**src/rtl/gnr_attractor_ctrl_if.sv**
```systemverilog
// Host/config and node-array signals of the attractor controller, grouped as one bundle.
// slave is the controller's view; master is the host plus node array.
interface gnr_attractor_ctrl_if #(
    parameter int unsigned N_NODES = 8,
    parameter int unsigned STEP_W  = 16
);
    logic               start;
    logic [N_NODES-1:0] init_vec;
    logic [N_NODES-1:0] lat_s0;
    logic [N_NODES-1:0] lat_s1;
    logic               reset_nos;
    logic               start_s0;
    logic               start_s1;
    logic [N_NODES-1:0] init_state;
    logic               busy;
    logic               done;
    logic               found;
    logic               timeout;
    logic [STEP_W-1:0]  meet_step;
    logic [STEP_W-1:0]  period;

    modport slave (
        input  start, init_vec, lat_s0, lat_s1,
        output reset_nos, start_s0, start_s1, init_state,
        output busy, done, found, timeout, meet_step, period
    );

    modport master (
        output start, init_vec, lat_s0, lat_s1,
        input  reset_nos, start_s0, start_s1, init_state,
        input  busy, done, found, timeout, meet_step, period
    );
endinterface

```
**src/rtl/gnr_attractor_ctrl.sv**
```systemverilog
// Floyd tortoise/hare sequencer for a dual-state gene-network node array.
// Finds the meeting step, then measures the attractor period with the fast copy alone.
module gnr_attractor_ctrl #(
    parameter int unsigned N_NODES   = 8,
    parameter int unsigned STEP_W    = 16,
    parameter int unsigned MAX_STEPS = 1000
) (
    input  logic                 clk,
    input  logic                 rst,
    gnr_attractor_ctrl_if.slave  bus
);
    typedef enum logic [2:0] {
        StIdle, StLoad, StRunA, StRunB, StCheck, StPerStep, StPerChk, StDone
    } state_e;

    localparam logic [STEP_W-1:0] MaxQ = STEP_W'(MAX_STEPS);
    localparam logic [STEP_W-1:0] OneQ = STEP_W'(1);

    state_e             r_state;
    logic [N_NODES-1:0] r_init_state;
    logic               r_reset_nos;
    logic               r_start_s0;
    logic               r_start_s1;
    logic               r_busy;
    logic               r_done;
    logic               r_found;
    logic               r_timeout;
    logic [STEP_W-1:0]  r_meet_step;
    logic [STEP_W-1:0]  r_period;
    logic               w_match;

    assign w_match = (bus.lat_s0 == bus.lat_s1);

    // Strobes are registered alongside the state so each one equals a decode of the state.
    always_ff @(posedge clk) begin
        if (rst) begin
            r_state      <= StIdle;
            r_init_state <= '0;
            r_reset_nos  <= 1'b0;
            r_start_s0   <= 1'b0;
            r_start_s1   <= 1'b0;
            r_busy       <= 1'b0;
            r_done       <= 1'b0;
            r_found      <= 1'b0;
            r_timeout    <= 1'b0;
            r_meet_step  <= '0;
            r_period     <= '0;
        end else begin
            r_reset_nos <= 1'b0;
            r_start_s0  <= 1'b0;
            r_start_s1  <= 1'b0;
            r_done      <= 1'b0;
            case (r_state)
                StIdle: begin
                    if (bus.start) begin
                        r_init_state <= bus.init_vec;
                        r_found      <= 1'b0;
                        r_timeout    <= 1'b0;
                        r_meet_step  <= '0;
                        r_period     <= '0;
                        r_busy       <= 1'b1;
                        r_reset_nos  <= 1'b1;
                        r_state      <= StLoad;
                    end
                end
                StLoad: begin
                    r_start_s0 <= 1'b1;
                    r_start_s1 <= 1'b1;
                    r_state    <= StRunA;
                end
                StRunA: begin
                    r_start_s0 <= 1'b1;
                    r_start_s1 <= 1'b1;
                    r_state    <= StRunB;
                end
                StRunB: begin
                    if (r_meet_step != MaxQ) begin
                        r_meet_step <= r_meet_step + OneQ;
                    end
                    r_state <= StCheck;
                end
                StCheck: begin
                    if (w_match) begin
                        r_start_s1 <= 1'b1;
                        r_state    <= StPerStep;
                    end else if (r_meet_step == MaxQ) begin
                        r_timeout <= 1'b1;
                        r_done    <= 1'b1;
                        r_state   <= StDone;
                    end else begin
                        r_start_s0 <= 1'b1;
                        r_start_s1 <= 1'b1;
                        r_state    <= StRunA;
                    end
                end
                StPerStep: begin
                    if (r_period != MaxQ) begin
                        r_period <= r_period + OneQ;
                    end
                    r_state <= StPerChk;
                end
                StPerChk: begin
                    if (w_match) begin
                        r_found <= 1'b1;
                        r_done  <= 1'b1;
                        r_state <= StDone;
                    end else if (r_period == MaxQ) begin
                        r_timeout <= 1'b1;
                        r_done    <= 1'b1;
                        r_state   <= StDone;
                    end else begin
                        r_start_s1 <= 1'b1;
                        r_state    <= StPerStep;
                    end
                end
                StDone: begin
                    r_busy  <= 1'b0;
                    r_state <= StIdle;
                end
                default: begin
                    r_busy  <= 1'b0;
                    r_state <= StIdle;
                end
            endcase
        end
    end

    assign bus.reset_nos  = r_reset_nos;
    assign bus.start_s0   = r_start_s0;
    assign bus.start_s1   = r_start_s1;
    assign bus.init_state = r_init_state;
    assign bus.busy       = r_busy;
    assign bus.done       = r_done;
    assign bus.found      = r_found;
    assign bus.timeout    = r_timeout;
    assign bus.meet_step  = r_meet_step;
    assign bus.period     = r_period;
endmodule

```
**src/flat_wrapper.sv**
```systemverilog
// flat-port wrapper written by rule: the top's interface ports become plain ports
module gnr_attractor_ctrl_flat 
#(
    parameter int unsigned N_NODES   = 8,
    parameter int unsigned STEP_W    = 16,
    parameter int unsigned MAX_STEPS = 1000
)
  (clk, rst, bus_start, bus_init_vec, bus_lat_s0, bus_lat_s1, bus_reset_nos, bus_start_s0, bus_start_s1, bus_init_state, bus_busy, bus_done, bus_found, bus_timeout, bus_meet_step, bus_period);
  gnr_attractor_ctrl_if #(.N_NODES(N_NODES), .STEP_W(STEP_W)) bus_i ();
  input  logic clk;
  input  logic rst;
  input wire logic [$bits(bus_i.start)-1:0] bus_start;
  input wire logic [$bits(bus_i.init_vec)-1:0] bus_init_vec;
  input wire logic [$bits(bus_i.lat_s0)-1:0] bus_lat_s0;
  input wire logic [$bits(bus_i.lat_s1)-1:0] bus_lat_s1;
  output wire logic [$bits(bus_i.reset_nos)-1:0] bus_reset_nos;
  output wire logic [$bits(bus_i.start_s0)-1:0] bus_start_s0;
  output wire logic [$bits(bus_i.start_s1)-1:0] bus_start_s1;
  output wire logic [$bits(bus_i.init_state)-1:0] bus_init_state;
  output wire logic [$bits(bus_i.busy)-1:0] bus_busy;
  output wire logic [$bits(bus_i.done)-1:0] bus_done;
  output wire logic [$bits(bus_i.found)-1:0] bus_found;
  output wire logic [$bits(bus_i.timeout)-1:0] bus_timeout;
  output wire logic [$bits(bus_i.meet_step)-1:0] bus_meet_step;
  output wire logic [$bits(bus_i.period)-1:0] bus_period;
  assign bus_i.start = bus_start;
  assign bus_i.init_vec = bus_init_vec;
  assign bus_i.lat_s0 = bus_lat_s0;
  assign bus_i.lat_s1 = bus_lat_s1;
  assign bus_reset_nos = bus_i.reset_nos;
  assign bus_start_s0 = bus_i.start_s0;
  assign bus_start_s1 = bus_i.start_s1;
  assign bus_init_state = bus_i.init_state;
  assign bus_busy = bus_i.busy;
  assign bus_done = bus_i.done;
  assign bus_found = bus_i.found;
  assign bus_timeout = bus_i.timeout;
  assign bus_meet_step = bus_i.meet_step;
  assign bus_period = bus_i.period;
  gnr_attractor_ctrl #(.N_NODES(N_NODES), .STEP_W(STEP_W), .MAX_STEPS(MAX_STEPS)) u_core (.clk(clk), .rst(rst), .bus(bus_i));
endmodule
```
**config.mk**
```make
export PLATFORM = sky130hd
export DESIGN_NAME = gnr_attractor_ctrl_flat
export DESIGN_NICKNAME = d
export VERILOG_FILES = /design/src/rtl/gnr_attractor_ctrl_if.sv /design/src/rtl/gnr_attractor_ctrl.sv /design/src/flat_wrapper.sv
export SDC_FILE = /design/constraint.sdc
export NUM_CORES = 1
export LEC_CHECK = 0
export CAP_MARGIN = 10
export CORE_MARGIN = 3
export CORE_UTILIZATION = 43
export CTS_CLUSTER_DIAMETER = 40
export DETAILED_ROUTE_END_ITERATION = 12
export PLACE_DENSITY = 0.77
export SLEW_MARGIN = 10
export SYNTH_ARGS = -nofsm -noshare
export SYNTH_HDL_FRONTEND = slang
export SYNTH_SLANG_ARGS = --single-unit
```
**constraint.sdc**
```tcl
create_clock -name clk -period 2.2 [get_ports clk]
set_clock_uncertainty 0.2 [all_clocks]
set_input_delay 0.44 -clock clk [delete_from_list [all_inputs] [get_ports clk]]
set_output_delay 0.44 -clock clk [all_outputs]
set_load 0.03 [all_outputs]
```
==> run_summary.xml, run 1 <==
<?xml version="1.0" encoding="UTF-8"?>
<metrics>
  <group name="placement">
    <metric name="placed_cell_area" unit="um2">3608</metric>
    <metric name="dpl.hpwl" unit="mm">5.026</metric>
    <metric name="port_buffers" unit="">73</metric>
    <metric name="gp_congestion" unit="">0.8212</metric>
  </group>
  <group name="detailed_routing">
    <metric name="detailedRoute.firstPassIterationCount" unit="">4</metric>
    <metric name="routed_via_count" unit="">2605</metric>
    <metric name="routed_via_density" unit="">5.305</metric>
    <metric name="drc" unit="">0</metric>
    <metric name="wl" unit="mm">6.801</metric>
    <metric name="dr.first_iter.drc_count" unit="">137</metric>
    <metric name="ant_nets" unit="">0</metric>
    <metric name="wire_per_inst" unit="um">13.85</metric>
  </group>
  <group name="global_route">
    <metric name="grt_antenna_before_repair" unit="">0</metric>
    <metric name="wire_length_of_the_first_global_routing_pass" unit="mm">10.88</metric>
    <metric name="number_of_global_route_vias_before_repair" unit="">2469</metric>
    <metric name="grtUsageTotal" unit="">0.2037</metric>
    <metric name="maximum_number_of_pins_on_one_net_before_global_route_repair" unit="">16</metric>
    <metric name="grt-ovfl-total" unit="">0</metric>
  </group>
  <group name="timing">
    <metric name="max_freq" unit="MHz">458.0</metric>
    <metric name="timing.final.setup_violations" unit="">0</metric>
    <metric name="timing_hold_violations_final" unit="">0</metric>
    <metric name="fin_crit" unit="ps">2183</metric>
    <metric name="timing.final.crit_share" unit="">0.9924</metric>
    <metric name="fin_hold_ws" unit="ps">260.6</metric>
    <metric name="slew-limit-headroom" unit="">0.7320</metric>
    <metric name="tightest_slew" unit="ps">397.8</metric>
    <metric name="drv_slew" unit="">0</metric>
    <metric name="rsz0062_at_grt" unit="">yes</metric>
  </group>
  <group name="critical_path">
    <metric name="worst-endpoint-required" unit="ps">2240</metric>
    <metric name="max_fanout_on_critical_path" unit="">3</metric>
    <metric name="regToRegStartpoint" unit="">u_core.bus.meet_step[4]</metric>
    <metric name="critical_path.startpoint" unit="">u_core.bus.meet_step[4]</metric>
    <metric name="worstSetupEndpointType" unit="">flip-flop</metric>
    <metric name="worstSetupStartpointType" unit="">flip-flop</metric>
    <metric name="r2r_cell_count" unit="">6</metric>
    <metric name="timing.critical_path.arrival" unit="ps">2220</metric>
    <metric name="path_class" unit="">flip-flop to flip-flop</metric>
  </group>
  <group name="clock_tree">
    <metric name="clock_tree.root_cell" unit="">clkbuf_8</metric>
    <metric name="path_clk_slew" unit="ps">90</metric>
    <metric name="cts.hold.buffers_added" unit="">0</metric>
    <metric name="numCtsBuffers" unit="">5</metric>
    <metric name="tritoncts" unit="">built</metric>
    <metric name="cts.path.max_buffers" unit="">2</metric>
    <metric name="maximum_level_of_the_cts_h_tree" unit="">2</metric>
    <metric name="numClockSinks" unit="">50</metric>
    <metric name="clock_latency" unit="ps">310</metric>
  </group>
  <group name="die">
    <metric name="start_util" unit="">0.4471</metric>
    <metric name="floorplan_die_height" unit="um">82.14</metric>
    <metric name="floorplan.die.width" unit="um">82.14</metric>
    <metric name="fp.dieArea" unit="um2">6746</metric>
    <metric name="standard_cell_row_count" unit="">27</metric>
    <metric name="io_pins" unit="">74</metric>
    <metric name="core_area" unit="um2">5574</metric>
  </group>
  <group name="synthesis">
    <metric name="synth_ff_type" unit="">dfxtp_1</metric>
    <metric name="synth-edff-count" unit="">0</metric>
    <metric name="synth_top_cell_by_area" unit="">dfxtp_1</metric>
    <metric name="list_of_most_frequent_post_synthesis_cells" unit="">50 x dfxtp_1, 42 x nand2_1, 32 x nor2_1</metric>
    <metric name="ranking_of_synthesized_cells_by_area" unit="">dfxtp_1 40%, nand2_1 6.3%, xnor2_1 6.3%</metric>
    <metric name="synth.distinct_cells" unit="">47</metric>
    <metric name="ys_ff_latch" unit="">50</metric>
    <metric name="synth_seq_area_share" unit="">0.4016</metric>
    <metric name="synth_largest_type_area_fraction" unit="">0.4016</metric>
    <metric name="syn-num-nets" unit="">336</metric>
    <metric name="syn-mean-instance-area" unit="um2">8.172</metric>
    <metric name="post_synthesis_instance_area" unit="um2">2492</metric>
    <metric name="yosys.cell_count.top_type" unit="">dfxtp_1</metric>
    <metric name="synth_async_sr_flop_share" unit="">0</metric>
    <metric name="postSynthCellCount" unit="">305</metric>
    <metric name="yosysWarningCount" unit="">0</metric>
  </group>
  <group name="power">
    <metric name="power_leakage" unit="uW">0.001380</metric>
    <metric name="worst_ir_drop_vdd" unit="uV">362.5</metric>
    <metric name="pwr_density_cell" unit="nW/um2">516.5</metric>
    <metric name="total_power" unit="uW">1952</metric>
  </group>
  <group name="flow_run">
    <metric name="max_cap_violations" unit="">0</metric>
  </group>
  <group name="final_layout">
    <metric name="fillerInstances" unit="">478</metric>
    <metric name="layout.nets" unit="">449</metric>
    <metric name="share_of_cells_above_drive_strength_1" unit="">0.1909</metric>
    <metric name="area.growth.synth_to_final" unit="%">51.61</metric>
    <metric name="antenna-diode-count" unit="">0</metric>
    <metric name="final_cell_area" unit="um2">3779</metric>
  </group>
  <group name="min_path">
    <metric name="hp-start" unit="">u_core.bus.init_state[1]</metric>
    <metric name="hold_class" unit="">flip-flop to flip-flop</metric>
    <metric name="timing.hold.worst_path_depth" unit="">2</metric>
  </group>
  <group name="run_status">
    <metric name="status" unit="">finished clean</metric>
  </group>
</metrics>
[placed cells by master (no fill, tap or decap), types with 2 or more instances in the layout]
cell type,count
o21ai_0,6
clkbuf_8,5
buf_4,45
or3_1,6
nor3_1,7
clkdlybuf4s50_1,72
and3b_1,4
nand3_1,11
or4_4,2
and2_1,3
nand3b_1,2
o31ai_1,4
a21o_1,2
or2_2,3
a31oi_1,6
a21oi_1,26
or4b_4,2
a211oi_1,4
nand2_1,42
ha_1,4
nand4_1,9
nor2_1,31
a31o_2,3
dfxtp_2,5
xnor2_1,18
a21oi_2,5
mux2i_1,3
xor2_1,4
and4_1,3
and3_1,2
or4_1,4
inv_1,9
dfxtp_1,45
buf_6,2
[sequential cells by signal, indices dropped and copies added (netlist names)]
signal / cells
u_core.bus.done: 1
u_core.bus.init_state: 8
u_core.bus.timeout: 1
u_core.bus.meet_step: 16
u_core.bus.busy: 1
u_core.bus.reset_nos: 1
u_core.bus.start_s0: 1
u_core.r_state: 3
u_core.bus.start_s1: 1
u_core.bus.found: 1
u_core.bus.period: 16
[layout make-up]
type / instances / area, um2 / area share
Tap cell: 72 / 90.09 / 0.02384
Clock buffer: 6 / 72.57 / 0.01921
Multi-Input combinational cell: 232 / 1444 / 0.3821
Timing Repair Buffer: 120 / 1094 / 0.2894
Sequential cell: 50 / 1007 / 0.2666
Clock inverter: 2 / 37.54 / 0.009934
Inverter: 9 / 33.78 / 0.008940
[stage by stage]
step | utilization | cells | TNS (ps) | worst slack [ps]
global route | 0.6779 | 491 | -161.7 | -60.46
CTS | 0.6705 | 491 | -53.62 | -24.62
global placement | 0.6474 | 482 | -8847 | -346.1
detailed placement | 0.6474 | 482 | -9450 | -409.8
floorplan | - | 305 | 0 | 8.674
finish | 0.6779 | 491 | 0 | 16.61
[path summary, 6_finish.rpt]
check / to / slack [ps]
min: u_core.bus.init_state[1] / 260
max reg2reg: u_core.bus.meet_step[1] / 20
min reg2reg: u_core.bus.init_state[1] / 260
max: u_core.bus.meet_step[1] / 20
[kinds of logic (layout without fill, tap and decap cells)]
logic type	after synthesis	count (layout)	share of synthesized area
and+or+nand+nor	139	139	0.2917
buffers and inverters	23	137	0.03614
AOI/OAI and AO/OA	64	64	0.1612
muxes	3	3	0.01205
xor gates and xnor gates	22	22	0.07731
adders and majority gates	4	4	0.02008
DFF	50	50	0.4016
[power by group]
group          internal (uW)  leakage, uW  switching [uW]
Clock                    340    0.0000514             313
Combinational            170     0.000921             185
Sequential               929     0.000408            15.0
[worst max-delay path, cell delays in order (launching register included)]
cell	delay [ps]
dfxtp_2	340
or4b_4	550
or4_4	560
a21oi_4	150
buf_4	140
nand2_1	60
a21oi_2	120
[per-layer routing]
metal  wire length (um)  vias to the layer above  global-route usage  share of wire
met2               3464                       92              0.3619           0.51
met4                 70                        0             0.04983          0.010
met3                375                        7             0.04013          0.055
li1                   -                     1305                   -              -
met5                  0                        -                   0              0
met1               2890                     1201              0.2520           0.42
[repair_timing]
action / CTS / global route
gates resized for setup: 3 / 10
buffers inserted: 1 / 0
pin swaps: 1 / 3
gates cloned: 0 / 0
endpoints found under the setup margin: 19 / 22
(Power assumes the default switching activity.)
==> run 2: changes to the inputs <==
- CORE_MARGIN: 3 -> 2
==> run 2 against run 1 <==
Net effect:
- wire length fell by 4.5%
- utilization barely moved
- count of clock-buffer cells in the layout fell by 1
- design area fell by 0.60%
- setup slack improved by 38 ps
- worst hold slack got worse by 2.9 ps
- sequential power barely moved
- sequential cell count did not move
- cell count rose by 0.20%
==> run_summary.xml, run 2 (synthesized netlist as in run 1, its figures left out) <==
<?xml version="1.0" encoding="UTF-8"?>
<metrics>
  <group name="global_route">
    <metric name="grt_antenna_before_repair" unit="">0</metric>
    <metric name="busiest_layer" unit="">met2</metric>
    <metric name="met1_track_utilization_from_global_routing" unit="">0.2657</metric>
    <metric name="wire_length_of_the_first_global_routing_pass" unit="mm">11.06</metric>
    <metric name="number_of_global_route_vias_before_repair" unit="">2510</metric>
    <metric name="maximum_number_of_pins_on_one_net_before_global_route_repair" unit="">17</metric>
    <metric name="grt-ovfl-total" unit="">0</metric>
    <metric name="grt.met3_usage" unit="">0.05056</metric>
    <metric name="grtUsageTotal" unit="">0.2126</metric>
    <metric name="groute.layer.met2.usage" unit="">0.3692</metric>
  </group>
  <group name="critical_path">
    <metric name="worstSetupStartpointType" unit="">primary input</metric>
    <metric name="path_class" unit="">primary input to flip-flop</metric>
    <metric name="max_fanout_on_critical_path" unit="">3</metric>
    <metric name="r2r_cell_count" unit="">6</metric>
    <metric name="worst-endpoint-required" unit="ps">2250</metric>
    <metric name="worstSetupEndpointType" unit="">flip-flop</metric>
    <metric name="timing.critical_path.arrival" unit="ps">2200</metric>
  </group>
  <group name="die">
    <metric name="io_pins" unit="">74</metric>
    <metric name="fp.dieArea" unit="um2">6422</metric>
    <metric name="start_util" unit="">0.4499</metric>
    <metric name="standard_cell_row_count" unit="">27</metric>
    <metric name="floorplan_die_height" unit="um">80.14</metric>
    <metric name="core_area" unit="um2">5540</metric>
    <metric name="floorplan.die.width" unit="um">80.14</metric>
  </group>
  <group name="final_layout">
    <metric name="seqCellArea" unit="um2">1007</metric>
    <metric name="multi_input_comb_area" unit="um2">1420</metric>
    <metric name="antenna-diode-count" unit="">0</metric>
    <metric name="layout_common_cells" unit="">73 x clkdlybuf4s50_1, 48 x buf_4, 45 x dfxtp_1, 42 x nand2_1, 32 x nor2_1</metric>
    <metric name="area.growth.synth_to_final" unit="%">50.70</metric>
    <metric name="fillerInstances" unit="">497</metric>
    <metric name="most_frequent_standard_cell_in_the_layout_excluding_fill_and_tap_cells" unit="">clkdlybuf4s50_1</metric>
    <metric name="share_of_cells_above_drive_strength_1" unit="">0.1857</metric>
    <metric name="layout.nets" unit="">450</metric>
    <metric name="postLayoutCoreUtil" unit="">0.6780</metric>
  </group>
  <group name="min_path">
    <metric name="timing.hold.worst_path_depth" unit="">2</metric>
    <metric name="hold_class" unit="">flip-flop to flip-flop</metric>
  </group>
  <group name="detailed_routing">
    <metric name="routed_via_count" unit="">2622</metric>
    <metric name="dr.first_iter.drc_count" unit="">104</metric>
    <metric name="routed_via_density" unit="">5.329</metric>
    <metric name="wire_per_inst" unit="um">13.20</metric>
    <metric name="drc" unit="">0</metric>
    <metric name="ant_nets" unit="">0</metric>
    <metric name="detailedRoute.firstPassIterationCount" unit="">4</metric>
    <metric name="wl" unit="mm">6.496</metric>
  </group>
  <group name="timing">
    <metric name="slew-limit-headroom" unit="">0.7493</metric>
    <metric name="fin_crit" unit="ps">2145</metric>
    <metric name="tightest_slew" unit="ps">374.6</metric>
    <metric name="timing_hold_violations_final" unit="">0</metric>
    <metric name="timing.final.crit_share" unit="">0.9751</metric>
    <metric name="drv_slew" unit="">0</metric>
    <metric name="timing.final.setup_violations" unit="">0</metric>
    <metric name="max_freq" unit="MHz">466.1</metric>
  </group>
  <group name="clock_tree">
    <metric name="tritoncts" unit="">built</metric>
    <metric name="clock_latency" unit="ps">310</metric>
    <metric name="clock_tree.root_cell" unit="">clkbuf_8</metric>
    <metric name="numCtsBuffers" unit="">5</metric>
    <metric name="cts.path.max_buffers" unit="">2</metric>
    <metric name="numClockSinks" unit="">50</metric>
    <metric name="path_clk_slew" unit="ps">100</metric>
    <metric name="maximum_level_of_the_cts_h_tree" unit="">2</metric>
  </group>
  <group name="placement">
    <metric name="dpl.hpwl" unit="mm">4.994</metric>
    <metric name="gp_congestion" unit="">0.8527</metric>
    <metric name="port_buffers" unit="">73</metric>
  </group>
  <group name="flow_run">
    <metric name="max_cap_violations" unit="">0</metric>
  </group>
  <group name="power">
    <metric name="power_leakage" unit="uW">0.001371</metric>
    <metric name="worst_ir_drop_vdd" unit="uV">341.4</metric>
    <metric name="pwr_density_cell" unit="nW/um2">523.6</metric>
    <metric name="total_power" unit="uW">1967</metric>
  </group>
  <group name="run_status">
    <metric name="status" unit="">finished clean</metric>
  </group>
</metrics>
[run 2: cell count changes in the layout (fill, tap and decap cells not counted), sizes merged]
| cell | change |
|---|---|
| buf | +1 |
| clkbuf | -1 |
| clkdlybuf4s50 | +1 |
| clkinvlp | +1 |
| dlymetal6s2s | -1 |
[run 2: final cells by class]
cell class / instances / share of cell area
Multi-Input combinational cell: 232 / 0.3781
Sequential cell: 50 / 0.2682
Timing Repair Buffer: 121 / 0.2905
Inverter: 9 / 0.008994
Clock inverter: 3 / 0.01199
Clock buffer: 5 / 0.01832
Tap cell: 72 / 0.02398
[run 2: final timing paths]
kind         slack, ps                        to                startpoint
min reg2reg        260  u_core.bus.init_state[5]  u_core.bus.init_state[5]
max reg2reg         70  u_core.bus.meet_step[14]  u_core.bus.meet_step[10]
max                 50  u_core.bus.meet_step[14]                 bus_start
min                260  u_core.bus.init_state[5]  u_core.bus.init_state[5]
[run 2: repair_timing]
item / 4_1_cts / 5_1_grt
buffers inserted: 2 / 3
gates resized for setup: 3 / 2
setup endpoints to repair: 23 / 8
pin swaps: 1 / 3
hold buffers: 0 / 0
[run 2: per-layer routing]
| layer | routed length (um) | up-vias |
|---|---|---|
| li1 | - | 1303 |
| met1 | 2882 | 1237 |
| met2 | 3243 | 76 |
| met3 | 317 | 6 |
| met4 | 52 | 0 |
| met5 | 0 | - |
[run 2: worst max-delay path: stages]
cell,delay [ps]
clkdlybuf4s50_1,520
nor4b_4,240
buf_4,180
buf_4,130
a21oi_4,30
or4_1,520
a21oi_2,140
[run 2: where the power goes]
part	internal [uW]	switching [uW]	total, uW
Combinational	178	184	362
Clock	338	322	661
Sequential	929	15.2	945
Total	1450	521	1970
[run 2: through the flow]
step | hold WS, ps | setup TNS, ps | instances | area (um2) | setup slack [ps]
after floorplan | 351.1 | 0 | 305 | 2499 | 8.674
after global placement | 241.5 | -9035 | 479 | 3586 | -352.3
after detailed placement | 247.6 | -10070 | 479 | 3586 | -428.8
after CTS | 260.7 | 0 | 489 | 3726 | 14.45
after global routing | 279.3 | -5.641 | 492 | 3756 | -5.641
final | 257.8 | 0 | 492 | 3756 | 54.67
==> run 3: changes to the inputs <==
- CORE_MARGIN: 2 -> 4
- CORE_UTILIZATION: 43 -> 47
- PLACE_DENSITY: 0.77 -> 0.8
- clock period: 2.2 -> 2.3 ns (I/O delays scaled with it)
==> run 3 against run 2 <==
Net effect:
- combinational power is 7.5% lower
- critical path depth shrank 1
- worst hold slack about the same
- total power shrank 6.1%
- die area increased by 1.7%
- register-to-register slack better by 20 ps
- global-route usage shrank 0.15 points
- count of clock-buffer cells in the layout grew 2
- utilization rose by 5.1 points
- non-clock buffer count shrank 1
- via count is 1.9% higher
- largest cell class unchanged
- largest power group unchanged
==> run_summary.xml, run 3 (synthesized netlist as in run 1, its figures left out) <==
<?xml version="1.0" encoding="UTF-8"?>
<metrics>
  <group name="critical_path">
    <metric name="timing.critical_path.arrival" unit="ps">2250</metric>
    <metric name="cpPeakStageDelay" unit="ps">570</metric>
    <metric name="crit_chain" unit="">or4b_4 &gt; or4_4 &gt; a21oi_4 &gt; buf_4 &gt; o31ai_1 &gt; a21oi_2</metric>
    <metric name="crit_slowest_cell" unit="">or4_4</metric>
    <metric name="worst-endpoint-required" unit="ps">2340</metric>
    <metric name="max_fanout_on_critical_path" unit="">3</metric>
    <metric name="worstSetupEndpointType" unit="">flip-flop</metric>
    <metric name="worstSetupStartpointType" unit="">flip-flop</metric>
    <metric name="path_class" unit="">flip-flop to flip-flop</metric>
  </group>
  <group name="global_route">
    <metric name="groute.layer.met2.usage" unit="">0.3818</metric>
    <metric name="busiest_layer" unit="">met2</metric>
    <metric name="grt_antenna_before_repair" unit="">0</metric>
    <metric name="wire_length_of_the_first_global_routing_pass" unit="mm">11.07</metric>
    <metric name="grt-ovfl-total" unit="">0</metric>
    <metric name="grt.met3_usage" unit="">0.04989</metric>
    <metric name="maximum_number_of_pins_on_one_net_before_global_route_repair" unit="">23</metric>
    <metric name="met1_track_utilization_from_global_routing" unit="">0.2394</metric>
    <metric name="grtUsageTotal" unit="">0.2110</metric>
    <metric name="number_of_global_route_vias_before_repair" unit="">2563</metric>
  </group>
  <group name="final_layout">
    <metric name="fillerInstances" unit="">428</metric>
    <metric name="most_frequent_standard_cell_in_the_layout_excluding_fill_and_tap_cells" unit="">clkdlybuf4s50_1</metric>
    <metric name="share_of_cells_above_drive_strength_1" unit="">0.1695</metric>
    <metric name="antenna-diode-count" unit="">0</metric>
    <metric name="area.growth.synth_to_final" unit="%">50.25</metric>
    <metric name="layout.nets" unit="">449</metric>
    <metric name="multi_input_comb_area" unit="um2">1428</metric>
    <metric name="layout_common_cells" unit="">73 x clkdlybuf4s50_1, 49 x dfxtp_1, 46 x buf_4, 42 x nand2_1, 32 x nor2_1</metric>
    <metric name="seqCellArea" unit="um2">1002</metric>
  </group>
  <group name="clock_tree">
    <metric name="clock_latency" unit="ps">300</metric>
    <metric name="tritoncts" unit="">built</metric>
    <metric name="numClockSinks" unit="">50</metric>
    <metric name="maximum_level_of_the_cts_h_tree" unit="">2</metric>
    <metric name="cts.path.max_buffers" unit="">2</metric>
    <metric name="numCtsBuffers" unit="">5</metric>
    <metric name="post_cts.repair.setup_buffers" unit="">0</metric>
    <metric name="clock_tree.root_cell" unit="">clkbuf_8</metric>
    <metric name="path_clk_slew" unit="ps">90</metric>
  </group>
  <group name="detailed_routing">
    <metric name="drc" unit="">0</metric>
    <metric name="ant_nets" unit="">0</metric>
    <metric name="dr.first_iter.drc_count" unit="">94</metric>
    <metric name="detailedRoute.firstPassIterationCount" unit="">4</metric>
    <metric name="wl" unit="mm">6.728</metric>
    <metric name="routed_via_density" unit="">5.466</metric>
    <metric name="wire_per_inst" unit="um">13.76</metric>
    <metric name="routed_via_count" unit="">2673</metric>
  </group>
  <group name="timing">
    <metric name="slew-limit-headroom" unit="">0.7231</metric>
    <metric name="setup_total_negative_slack" unit="ps">0</metric>
    <metric name="timing_hold_violations_final" unit="">0</metric>
    <metric name="drv_slew" unit="">0</metric>
    <metric name="fin_crit" unit="ps">2205</metric>
    <metric name="rsz0062_at_grt" unit="">no</metric>
    <metric name="timing.final.setup_violations" unit="">0</metric>
    <metric name="tightest_slew" unit="ps">415.3</metric>
    <metric name="max_freq" unit="MHz">453.5</metric>
    <metric name="post-route-worst-setup-slack" unit="ps">94.95</metric>
    <metric name="timing.final.crit_share" unit="">0.9587</metric>
  </group>
  <group name="power">
    <metric name="pwr_density_cell" unit="nW/um2">492.9</metric>
    <metric name="worst_ir_drop_vdd" unit="uV">282.5</metric>
    <metric name="seq_power_share" unit="">0.490</metric>
    <metric name="total_power" unit="uW">1846</metric>
    <metric name="combinational_power_share" unit="">0.182</metric>
    <metric name="net_switching_power_of_the_design" unit="uW">471.3</metric>
    <metric name="clock_power_share" unit="">0.328</metric>
    <metric name="power_leakage" unit="uW">0.001372</metric>
    <metric name="cell_internal_pwr" unit="uW">1374</metric>
    <metric name="p_sw_frac" unit="">0.2553</metric>
  </group>
  <group name="die">
    <metric name="floorplan_die_height" unit="um">80.82</metric>
    <metric name="floorplan.die.width" unit="um">80.82</metric>
    <metric name="start_util" unit="">0.4849</metric>
    <metric name="standard_cell_row_count" unit="">26</metric>
    <metric name="core_area" unit="um2">5140</metric>
    <metric name="fp.dieArea" unit="um2">6532</metric>
    <metric name="io_pins" unit="">74</metric>
  </group>
  <group name="run_status">
    <metric name="status" unit="">finished clean</metric>
  </group>
  <group name="placement">
    <metric name="port_buffers" unit="">73</metric>
    <metric name="gp_congestion" unit="">0.8756</metric>
    <metric name="preCtsSetupSlack" unit="ps">-353.7</metric>
    <metric name="dpl.hpwl" unit="mm">5.172</metric>
  </group>
  <group name="min_path">
    <metric name="hold_class" unit="">flip-flop to flip-flop</metric>
  </group>
  <group name="flow_run">
    <metric name="max_cap_violations" unit="">0</metric>
  </group>
</metrics>
-- run 3: critical path, delay by kind of cell, from the launching register on --
family                 cells  cell delay [ps]
and+or+nand+nor            2             1110
AOI/OAI and AO/OA          3              360
DFF                        1              340
buffers and inverters      1              140
-- run 3: power by group through the flow --
stage                     Combinational [uW]  Clock, uW  Sequential (uW)
after CTS                                331        619              904
after detailed placement                 329          0              924
after floorplan                          133          0              962
after global routing                     363        648              908
final                                    335        606              904
after global placement                   321          0              923
-- run 3: area by class of cell --
type / count / area share
clock buffer: 7 / 0.02038
clock inverter: 1 / 0.008019
inverter: 9 / 0.009021
multi-input combinational: 232 / 0.3812
sequential: 50 / 0.2676
tap: 70 / 0.02339
timing repair buffer: 120 / 0.2903
-- run 3: path summary, 6_finish.rpt --
check	from	end	slack, ps	depth (start not counted)
max	u_core.bus.meet_step[10]	u_core.bus.meet_step[14]	90	6
min	u_core.bus.init_state[2]	u_core.bus.init_state[2]	260	2
max reg2reg	u_core.bus.meet_step[10]	u_core.bus.meet_step[14]	90	6
min reg2reg	u_core.bus.init_state[2]	u_core.bus.init_state[2]	260	2
-- run 3: routing by layer --
metal,wire [um],share of wire
met5,0,0
met4,148,0.022
met3,355,0.053
met2,3434,0.51
met1,2790,0.41
-- run 3: repair_timing --
| item | in CTS | in global routing |
|---|---|---|
| pin swaps | 0 | 0 |
| gates resized for setup | 1 | 6 |
| hold buffers | 0 | 0 |
| setup endpoints to repair | 1 | 8 |
-- run 3: through the flow --
step | util | std cells | area, um2 | hold WS [ps]
finish | 0.7286 | 489 | 3745 | 257.9
global route | 0.7286 | 489 | 3745 | 285.7
CTS | 0.7235 | 489 | 3719 | 261.0
detailed placement | 0.7020 | 481 | 3608 | 245.7
global placement | 0.7020 | 481 | 3608 | 242.2
floorplan | - | 305 | 2494 | 380.9
